<file path="config.mk">
export PLATFORM = sky130hd
export DESIGN_NAME = decoder
export DESIGN_NICKNAME = d
export VERILOG_FILES = /design/src/rtl/decoder_pkg.sv /design/src/rtl/decoder_onehot.sv /design/src/rtl/decoder.sv
export SDC_FILE = /design/constraint.sdc
export NUM_CORES = 1
export LEC_CHECK = 0
export ABC_AREA = 1
export BUFFER_PORTS_ARGS = -buffer_cell sky130_fd_sc_hd__buf_4
export CELL_PAD_IN_SITES_DETAIL_PLACEMENT = 0
export CELL_PAD_IN_SITES_GLOBAL_PLACEMENT = 1
export CORE_AREA = 2 2 39 41
export DETAILED_ROUTE_END_ITERATION = 10
export DIE_AREA = 0 0 41 43
export GPL_TIMING_DRIVEN = 0
export PLACE_DENSITY_LB_ADDON = 0.25
export SYNTH_ARGS = -nofsm -noshare
export SYNTH_HDL_FRONTEND = slang
export SYNTH_SLANG_ARGS = --single-unit
</file>
<file path="constraint.sdc">
create_clock -name clk -period 0.8 [get_ports clk]
set_input_delay 0.16 -clock clk [delete_from_list [all_inputs] [get_ports clk]]
set_output_delay 0.16 -clock clk [all_outputs]
set_load 0.01 [all_outputs]
</file>
<file path="src/rtl/decoder_pkg.sv">
// Shared constants and helpers for the binary-to-one-hot decoder.
// The optional change detector in decoder is enabled by defining DECODER_CHG_DET_EN.
package decoder_pkg;

    localparam int unsigned ENCODE_WIDTH_DEF = 2;
    localparam int unsigned ENCODE_WIDTH_MAX = 8;
    localparam int unsigned DECODE_WIDTH_MAX = 1 << ENCODE_WIDTH_MAX;

    function automatic int unsigned decode_width(input int unsigned encode_width);
        return 32'(1) << encode_width;
    endfunction

    // A shift by an unknown amount yields all-X in simulation, and it synthesises to a plain decoder.
    function automatic logic [DECODE_WIDTH_MAX-1:0] onehot_vec(input logic [ENCODE_WIDTH_MAX-1:0] code);
        return DECODE_WIDTH_MAX'(1) << code;
    endfunction

endpackage

</file>
<file path="src/rtl/decoder_onehot.sv">
// Purely combinational binary-to-one-hot core.
// It is sized by ENCODE_WIDTH and truncates the package helper's result to DECODE_WIDTH bits.
module decoder_onehot
    import decoder_pkg::*;
#(
    parameter int unsigned ENCODE_WIDTH = ENCODE_WIDTH_DEF,
    parameter int unsigned DECODE_WIDTH = decode_width(ENCODE_WIDTH)
) (
    input  logic [ENCODE_WIDTH-1:0] code,
    output logic [DECODE_WIDTH-1:0] onehot_c
);

    always_comb begin
        onehot_c = DECODE_WIDTH'(onehot_vec(ENCODE_WIDTH_MAX'(code)));
    end

endmodule

</file>
<file path="src/rtl/decoder.sv">
// Binary decoder with a combinational one-hot output, a registered copy, and an optional change pulse.
// The change pulse is built only when DECODER_CHG_DET_EN is defined; otherwise chg is tied to 0.
module decoder
    import decoder_pkg::*;
#(
    parameter int unsigned ENCODE_WIDTH = ENCODE_WIDTH_DEF,
    parameter int unsigned DECODE_WIDTH = decode_width(ENCODE_WIDTH)
) (
    input  logic                    clk,
    input  logic                    rst,
    input  logic [ENCODE_WIDTH-1:0] in,
    output logic [DECODE_WIDTH-1:0] out,
    output logic [DECODE_WIDTH-1:0] out_q,
    output logic                    chg
);

    if (ENCODE_WIDTH < 1 || ENCODE_WIDTH > ENCODE_WIDTH_MAX) begin : g_bad_encode_width
        $error("decoder: ENCODE_WIDTH=%0d outside legal range 1..%0d", ENCODE_WIDTH, ENCODE_WIDTH_MAX);
    end

    if (DECODE_WIDTH != decode_width(ENCODE_WIDTH)) begin : g_bad_decode_width
        $error("decoder: DECODE_WIDTH=%0d must equal 2**ENCODE_WIDTH", DECODE_WIDTH);
    end

    logic [DECODE_WIDTH-1:0] out_d;

    decoder_onehot #(
        .ENCODE_WIDTH(ENCODE_WIDTH),
        .DECODE_WIDTH(DECODE_WIDTH)
    ) u_onehot (
        .code    (in),
        .onehot_c(out_d)
    );

    assign out = out_d;

    always_ff @(posedge clk or posedge rst) begin
        if (rst) begin
            out_q <= '0;
        end else begin
            out_q <= out_d;
        end
    end

`ifdef DECODER_CHG_DET_EN
    logic chg_d;
    logic chg_q;

    // out_q takes out_d at the edge, so a difference now means the loaded value changes.
    always_comb begin
        chg_d = (out_d != out_q);
    end

    always_ff @(posedge clk or posedge rst) begin
        if (rst) begin
            chg_q <= 1'b0;
        end else begin
            chg_q <= chg_d;
        end
    end

    assign chg = chg_q;
`else
    assign chg = 1'b0;
`endif

endmodule

</file>
==> results of run 1 <==
## final timing paths
path                       endpoint  slack, ns     start  cells past startpoint
min in group asynchronous  out_q[3]       0.36       rst                      3
max in group asynchronous  out_q[2]       0.29       rst                      3
setup / recovery           out_q[1]      -0.08  out_q[1]                      1
hold / removal             out_q[0]       0.11     in[1]                      2
## cell usage after synthesis
cell / n / area share
buf_4: 1 / 0.053
conb_1: 1 / 0.027
nand2_1: 1 / 0.027
dfrtp_1: 4 / 0.71
nor2_1: 3 / 0.080
inv_1: 4 / 0.11
## timing repair
| item | CTS | global route |
|---|---|---|
| buffers inserted | 0 | 0 |
| hold buffers | 1 | 0 |
| endpoints found under the setup margin | 4 | 5 |
| pin swaps | 0 | 0 |
| gates resized for setup | 4 | 1 |
| hold endpoints to repair | 4 | 0 |
## power by group through the flow
stage / clock network (mW) / registers [mW] / logic (mW)
2_1_floorplan: 0 / 0.225 / 0.0239
3_3_place_gp: 0 / 0.219 / 0.0779
3_5_place_dp: 0 / 0.219 / 0.0788
4_1_cts: 0.259 / 0.219 / 0.0890
5_1_grt: 0.271 / 0.219 / 0.0997
6_report: 0.242 / 0.219 / 0.0892
## cell families (layout without fill, tap and decap cells)
logic type	count (synthesis)	in the layout	synth area share
other	1	1	0.0265
AND/OR/NAND/NOR	4	4	0.106
flip-flops	4	4	0.708
buffers and inverters	5	20	0.159
## layer usage
layer  up-vias  GRT usage  routed length, um
li1         67          -                  -
met1        54     0.0583                153
met4         0     0.0600                  0
met2        13     0.0563                120
met3         0     0.0314                 66
met5         -          0                  0
## layout make-up
| cell class | instances | area share |
|---|---|---|
| timing repair buffer | 12 | 0.366 |
| sequential | 4 | 0.340 |
| clock buffer | 3 | 0.0766 |
| multi-input combinational | 5 | 0.0723 |
| tap | 16 | 0.0681 |
| inverter | 4 | 0.0511 |
| buffer | 1 | 0.0255 |
## per-stage QoR
stage	cells	hold WS, ns	setup TNS (ns)	setup slack [ns]	cell area (sq um)
3_5_place_dp	41	0.0546	0	0.0588	244
6_report	45	0.114	-0.288	-0.0795	294
5_1_grt	45	0.117	-0.397	-0.116	294
2_1_floorplan	14	-0.0739	0	0.264	141
3_3_place_gp	41	0.0457	0	0.0694	244
4_1_cts	45	0.107	-0.344	-0.0978	292
==> summary.md, run 1 <==
| Metric | Value |
|---|---|
| Sequential Power Share | 0.397 |
| Final Hold Viols | 0 |
| Core Util, Final | 0.212 |
| Port bufs | 11 |
| Crit path buffers/inverters | 1 |
| Syn. warnings | 0 |
| Starting Density | 0.102 |
| Critical path required time | between 0.6 and 0.7 ns |
| Status | complete, but fails checks |
| Combinational share of power | 0.162 |
| Post-Syn Area per Cell | 10.1 sq um |
| Sequential cell area | 100 sq um |
| Fmax | roughly 1100 MHz |
| Seq/Total Area, Yosys | 0.708 |
| Library cells used by synthesis | 6 |
| LEAKAGE | 0.169 nW |
| Die area | between 1500 and 2000 sq um |
| Yosys reg bits | 4 |
| Layout cell share with drive strength beyond 1 | 0.552 |
| DRT iter0 DRCs | 3 |
| Core box area | 1380 sq um |
| Clock network fraction of total power | 0.440 |
| Final nets | 35 |
| Initial antenna violation count | 0 |
| CTS tree | done |
| Grt total ovfl | 0 |
| Die Y | 43 um |
| Final period utilization | 1.10 |
| Worst hold path type | in -> reg |
| Max IR drop VDD | 0.000403 V |
| Total power | 0.550 mW |
| Placement Rows | 14 |
| CP Capture Type | output port |
| Vias in the first global route | 129 |
| Pins Over Slew Limit | 0 |
| DR DRC count | 0 |
| Fillers | about 150 |
| Total clock sinks | 4 |
| Vias/cell | 2.98 |
| CP peak stage delay | 0.37 ns |
| Final setup viols | 4 |
| Failing checks | setup timing |
| Routed Antenna Nets | 0 |
| Fin worst setup slack | -0.0795 ns |
| Min cycle time layout | between 0.8 and 0.9 ns |
| Post-DR wirelength/cell | 7.56 um |
| Largest registers | out_q (4) |
| Top reg by flops | out_q |
| Pint | 0.432 mW |
| CTS Buf Count | 3 |
| Maximum fanout along the worst path | 1 |
| CP Launch Type | flip-flop |
| H-tree depth | 1 |
| Area of the multi-input gates | 21.3 sq um |
| Pre-antenna DRT Iters | 2 |
| GRT Overall Usage | 0.0513 |
| Switching share of power | 0.215 |
| Largest net degree at the start of global routing | 5 |
| Pwr Density | ~1900 nW/um^2 |
| Commonest cells after routing, fill and taps aside | buf_4, inv_1, dfrtp_1, buf_6, clkbuf_4 |
| Critical-path cell list | buf_6 |
| Drt total wl | 340 um |
| IO Pins | 13 |
| Die width | 41 um |
| Clock-pin slew on the worst setup and hold paths | 0.04 ns |
| Longest Clk Path Bufs | 2 |
| Routability congestion estimate | between 0.6 and 0.7 |
| RSZ-0062 raised after global routing | true |
| Leading cell type in the layout, fill and taps excluded | buf_4 |
| P_sw | roughly 0.12 mW |
| Post-Syn Instances | 14 |
| Crit Path Class | reg -> out |
| Cell family with most CP delay | flip-flops |
| Synth-to-Final Area Change | 108% |
| Root buf cell | clkbuf_4 |
| Crit path max-delay cell type | dfrtp_1 |
| Max cap viols | 0 |
| Critical path arrival | 0.72 ns |
| Synthesized area | 141 sq um |
| Vias | 134 |
| Global-route wire length before repair | 538 um |
| Syn nets | 18 |
| Ant. Diodes | 0 |
| DP HPWL | 269 um |
| Max FFs per register | 4 |
Note: power is estimated with default switching activity, not from simulation.
==> inputs of run 2 (changes only) <==
Settings changed: CAP_MARGIN set to 20, RECOVER_POWER set to 25.
Clock period 0.8 ns to 1.1 ns, I/O delays scaled along.
==> run 2 against run 1 <==
The run now ends clean. Core utilization decreased by 1.8 points. Power fell by 29%. Clock-buffer cell count is the same. Design area is 8.5% lower. Routed wire length is 0.59% lower. Highest routed layer unchanged.
==> summary.md, run 2 (same netlist as run 1, synthesis figures left out) <==
| Metric | Value |
|---|---|
| Fin worst setup slack | 0.152 ns (+0.232 ns) |
| Die width | 41 um (unchanged) |
| IO Pins | 13 (unchanged) |
| Post-DR wirelength/cell | 7.51 um (-0.59%) |
| Layout cell share with drive strength beyond 1 | 0.448 (-0.103) |
| Instance area at placement | 244 sq um (unchanged) |
| Die area | 1760 sq um (unchanged) |
| Largest registers | out_q (4) |
| DRT iter0 DRCs | 1 (-2) |
| Root buf cell | clkbuf_4 |
| Max FFs per register | 4 (unchanged) |
| Synth-to-Final Area Change | 90.3% |
| Max IR drop VDD | 0.000279 V (-31%) |
| Final Hold Viols | 0 (unchanged) |
| Cts hold-fix bufs | 1 (unchanged) |
| Pwr Density | 1450 nW/um^2 (-23%) |
| DP HPWL | 269 um (unchanged) |
| CTS tree | done |
| Min cycle time layout | 0.948 ns |
| Fillers | 157 (+4.0%) |
| Commonest cells after routing, fill and taps aside | buf_4, inv_1, dfrtp_1, nor2_1, clkbuf_4 |
| Final setup viols | 0 (-4) |
| Starting Density | 0.102 (unchanged) |
| Global-route wire length before repair | 483 um (-10%) |
| CTS Buf Count | 3 (unchanged) |
| Total clock sinks | 4 (unchanged) |
| Vias/cell | 2.89 (-3.0%) |
| Fmax | 1050 MHz |
| Final TNS setup | 0 ns (+0.288 ns) |
| Pre-CTS setup slack | 0.239 ns (+0.180 ns) |
| Crit path buffers/inverters | 1 (unchanged) |
| Leading cell type in the layout, fill and taps excluded | buf_4 |
| Routability congestion estimate | 0.623 (unchanged) |
| Met2 Use GR | 0.0438 (-0.0125) |
| Pins Over Slew Limit | 0 (unchanged) |
| H-tree depth | 1 (unchanged) |
| Cell family with most CP delay | flip-flops |
| Ant. Diodes | 0 (unchanged) |
| GRT Overall Usage | 0.0473 (-0.00402) |
| Critical path required time | 0.88 ns (+0.24 ns) |
| Top reg by flops | out_q |
| GR Util met1 | 0.0583 (unchanged) |
| Vias in the first global route | 114 (-12%) |
| Drt total wl | 338 um (-0.59%) |
| Largest net degree at the start of global routing | 5 (unchanged) |
| Initial antenna violation count | 0 (unchanged) |
| Max cap viols | 0 (unchanged) |
| Vias | 130 (-3.0%) |
| Routed Antenna Nets | 0 (unchanged) |
| RSZ-0062 raised after global routing | false |
| Core box area | 1380 sq um (unchanged) |
| Placement Rows | 14 (unchanged) |
| Final period utilization | 0.862 |
| CP peak stage delay | 0.36 ns (about the same) |
| Crit path max-delay cell type | dfrtp_1 |
| Longest Clk Path Bufs | 2 (unchanged) |
| Critical path arrival | 0.73 ns (about the same) |
| Clock-pin slew on the worst setup and hold paths | 0.04 ns (about the same) |
| CP Launch Type | flip-flop |
| Maximum fanout along the worst path | 1 (unchanged) |
| Setup Fix Bufs, Post-CTS | 0 (unchanged) |
| Die Y | 43 um (unchanged) |
| Port bufs | 11 (unchanged) |
| Post_cts resized | 0 (-4) |
| Status | complete, no violations |
| DR DRC count | 0 (unchanged) |
| Met3 Use GR | 0.0314 (unchanged) |
| CP Capture Type | output port |
| LEAKAGE | 0.158 nW (-6.5%) |
| Total power | 0.390 mW (-29%) |
| Worst hold path type | in -> reg |
| Final nets | 35 (unchanged) |
| Layer with the highest usage | met4 |
| Pre-antenna DRT Iters | 2 (unchanged) |
| Grt total ovfl | 0 (unchanged) |
| Layout Cell Area excl Fill | 269 sq um (-8.5%) |
| Crit Path Class | reg -> out |
| Critical-path cell list | buf_4 |
-- run 2: changes by cell type in the layout (fill, tap and decap cells not counted), sizes merged --
cell / change
buf: -2
clkbuf: +2
-- run 2: final timing paths --
check	to	from	slack (ns)	depth (start not counted)
max in group asynchronous	out_q[2]	rst	0.53	3
hold / removal	out_q[2]	in[1]	0.25	3
min in group asynchronous	out_q[3]	rst	0.43	3
setup / recovery	out_q[1]	out_q[1]	0.15	1
-- run 2: stage by stage --
| step | cells | hold slack [ns] | utilization |
|---|---|---|---|
| floorplan | 14 | -0.0139 | - |
| global placement | 41 | 0.106 | 0.176 |
| detailed placement | 41 | 0.115 | 0.176 |
| CTS | 45 | 0.167 | 0.200 |
| global route | 45 | 0.280 | 0.194 |
| finish | 45 | 0.247 | 0.194 |
-- run 2: final cells by class --
class	count	area, sq um	area share
buffer	1	7.51	0.0279
clock buffer	3	22.5	0.0837
inverter	4	15.0	0.0558
multi-input combinational	5	18.8	0.0698
sequential	4	100	0.372
tap	16	20.0	0.0744
timing repair buffer	12	85.1	0.316
-- run 2: power breakdown --
group          internal [mW]  leakage (nW)  switching (mW)
combinational         0.0288        0.0930          0.0276
clock                  0.122        0.0138          0.0545
sequential             0.155        0.0516         0.00195
total                  0.306         0.158          0.0840
-- run 2: per-layer routing --
layer,wire [um],part of all wire,vias to the layer above
li1,-,-,67
met1,156,0.46,50
met2,108,0.32,13
met3,73,0.22,0
met4,0,0,0
met5,0,0,-
==> inputs of run 3 (changes only) <==
Settings changed: GPL_TIMING_DRIVEN 0 to not set.
==> run 3 against run 2 <==
Core utilization fell by 0.27 points. Flip-flop and latch count unchanged. Highest routed layer is now met4. Sequential power barely moved. Die area did not move. Design area shrank 1.4%. Power grew 0.62%. Critical path depth is the same. Worst hold slack worse by 0.065 ns.
==> summary.md, run 3 (same netlist as run 1, synthesis figures left out) <==
| Metric | Value |
|---|---|
| Status | complete, no violations |
| Final period utilization | 0.864 (+0.00269) |
| CP Launch Type | flip-flop |
| CP peak stage delay | 0.36 ns (about the same) |
| Pins Over Slew Limit | 0 (unchanged) |
| DP HPWL | 252 um (-6.3%) |
| Critical Path Stages | 1 (unchanged) |
| Leading cell type in the layout, fill and taps excluded | buf_4 |
| Final Hold Viols | 0 (unchanged) |
| Die Y | 43 um (unchanged) |
| Drt total wl | 334 um (-1.2%) |
| Max IR drop VDD | 0.000258 V (-7.3%) |
| Min cycle time layout | 0.951 ns (+0.00296 ns) |
| Critical path startpoint | out_q[2] |
| Crit Path Class | reg -> out |
| Routability congestion estimate | 0.620 (-0.53%) |
| LEAKAGE | 0.157 nW (-1.2%) |
| Routed Antenna Nets | 0 (unchanged) |
| CP endpoint | out_q[2] |
| Die width | 41 um (unchanged) |
| Area of the multi-input gates | 18.8 sq um (unchanged) |
| Sequential cell area | 100 sq um (unchanged) |
| Setup Fix Bufs, Post-CTS | 0 (unchanged) |
| Cts hold-fix bufs | 1 (unchanged) |
| Crit path buffers/inverters | 1 (unchanged) |
| Critical path required time | 0.88 ns (about the same) |
| CTS Buf Count | 3 (unchanged) |
| Critical-path cell list | buf_4 |
| Core box area | 1380 sq um (unchanged) |
| Post_cts resized | 0 (unchanged) |
| DRT iter0 DRCs | 1 (unchanged) |
| Synth-to-Final Area Change | 87.6% |
| Pwr Density | 1480 nW/um^2 (+2.0%) |
| Core Util, Final | 0.192 (-0.00271) |
| Largest registers | out_q (4) |
| Grt total ovfl | 0 (unchanged) |
| Critical path arrival | 0.73 ns (about the same) |
| Layout Cell Area excl Fill | 265 sq um (-1.4%) |
| Global-route wire length before repair | 503 um (+4.1%) |
| Initial antenna violation count | 0 (unchanged) |
| Starting Density | 0.102 (unchanged) |
| Port bufs | 11 (unchanged) |
| Fillers | 151 (-3.8%) |
| GRT Overall Usage | 0.0514 (+0.00408) |
| Final nets | 34 (-2.9%) |
| Fmax | 1050 MHz (-0.31%) |
| Die area | 1760 sq um (unchanged) |
| Crit path max-delay cell type | dfrtp_1 |
| Total clock sinks | 4 (unchanged) |
| H-tree depth | 1 (unchanged) |
| Placement Rows | 14 (unchanged) |
| CTS tree | done |
| Cell family with most CP delay | flip-flops |
| CP Capture Type | output port |
| Clock-pin slew on the worst setup and hold paths | 0.04 ns (about the same) |
| DR DRC count | 0 (unchanged) |
| Ant. Diodes | 0 (unchanged) |
| RSZ-0062 raised after global routing | false |
| Vias in the first global route | 131 (+15%) |
| Total power | 0.392 mW (+0.62%) |
| Pre-antenna DRT Iters | 2 (unchanged) |
| Final setup viols | 0 (unchanged) |
| Worst hold path type | in -> reg |
| Vias/cell | 2.86 (-0.87%) |
| Top reg by flops | out_q |
| Final TNS setup | 0 ns (unchanged) |
| Vias | 126 (-3.1%) |
| Longest Clk Path Bufs | 2 (unchanged) |
| Layout cell share with drive strength beyond 1 | 0.464 (+0.0160) |
| Instance area at placement | 236 sq um (-3.1%) |
| Max FFs per register | 4 (unchanged) |
| Root buf cell | clkbuf_4 |
| Post-DR wirelength/cell | 7.59 um (+1.1%) |
| Maximum fanout along the worst path | 1 (unchanged) |
| IO Pins | 13 (unchanged) |
| Largest net degree at the start of global routing | 5 (unchanged) |
| Max cap viols | 0 (unchanged) |
| Commonest cells after routing, fill and taps aside | buf_4, inv_1, dfrtp_1, nor2_1, clkbuf_4 |
run 3: area by class of cell:
cell class              instances  area share
multi-input cells               5      0.0708
well taps                      16      0.0755
inverters                       4      0.0566
repair buffers                 12       0.335
clock buffers                   3      0.0849
flip-flops and latches          4       0.377
run 3: power breakdown:
group          switching (mW)  leakage, nW  total [mW]  internal, mW
combinational          0.0271       0.0912      0.0553        0.0281
clock                  0.0576       0.0138       0.179         0.122
sequential            0.00211       0.0516       0.158         0.155
run 3: worst min path at each step:
stage          start        to  slack (ns)  cells past startpoint
2_1_floorplan    rst  out_q[0]       -0.01                      1
3_3_place_gp     rst  out_q[3]        0.11                      2
3_5_place_dp     rst  out_q[0]        0.11                      2
4_1_cts        in[1]  out_q[0]        0.17                      2
5_1_grt        in[0]  out_q[2]        0.19                      2
6_report       in[0]  out_q[2]        0.18                      2
run 3: metrics by stage:
| stage | setup WS, ns | hold slack (ns) | std cells |
|---|---|---|---|
| 3_5_place_dp | 0.247 | 0.111 | 40 |
| 4_1_cts | 0.140 | 0.173 | 44 |
| 5_1_grt | 0.0811 | 0.187 | 44 |
| 3_3_place_gp | 0.252 | 0.106 | 40 |
| 6_report | 0.149 | 0.182 | 44 |
| 2_1_floorplan | 0.458 | -0.0139 | 14 |
run 3: routing by layer:
metal / track usage / part of all wire
met5: 0 / 0
met4: 0.100 / 0.054
met3: 0.0157 / 0.25
met2: 0.0438 / 0.27
met1: 0.0617 / 0.42
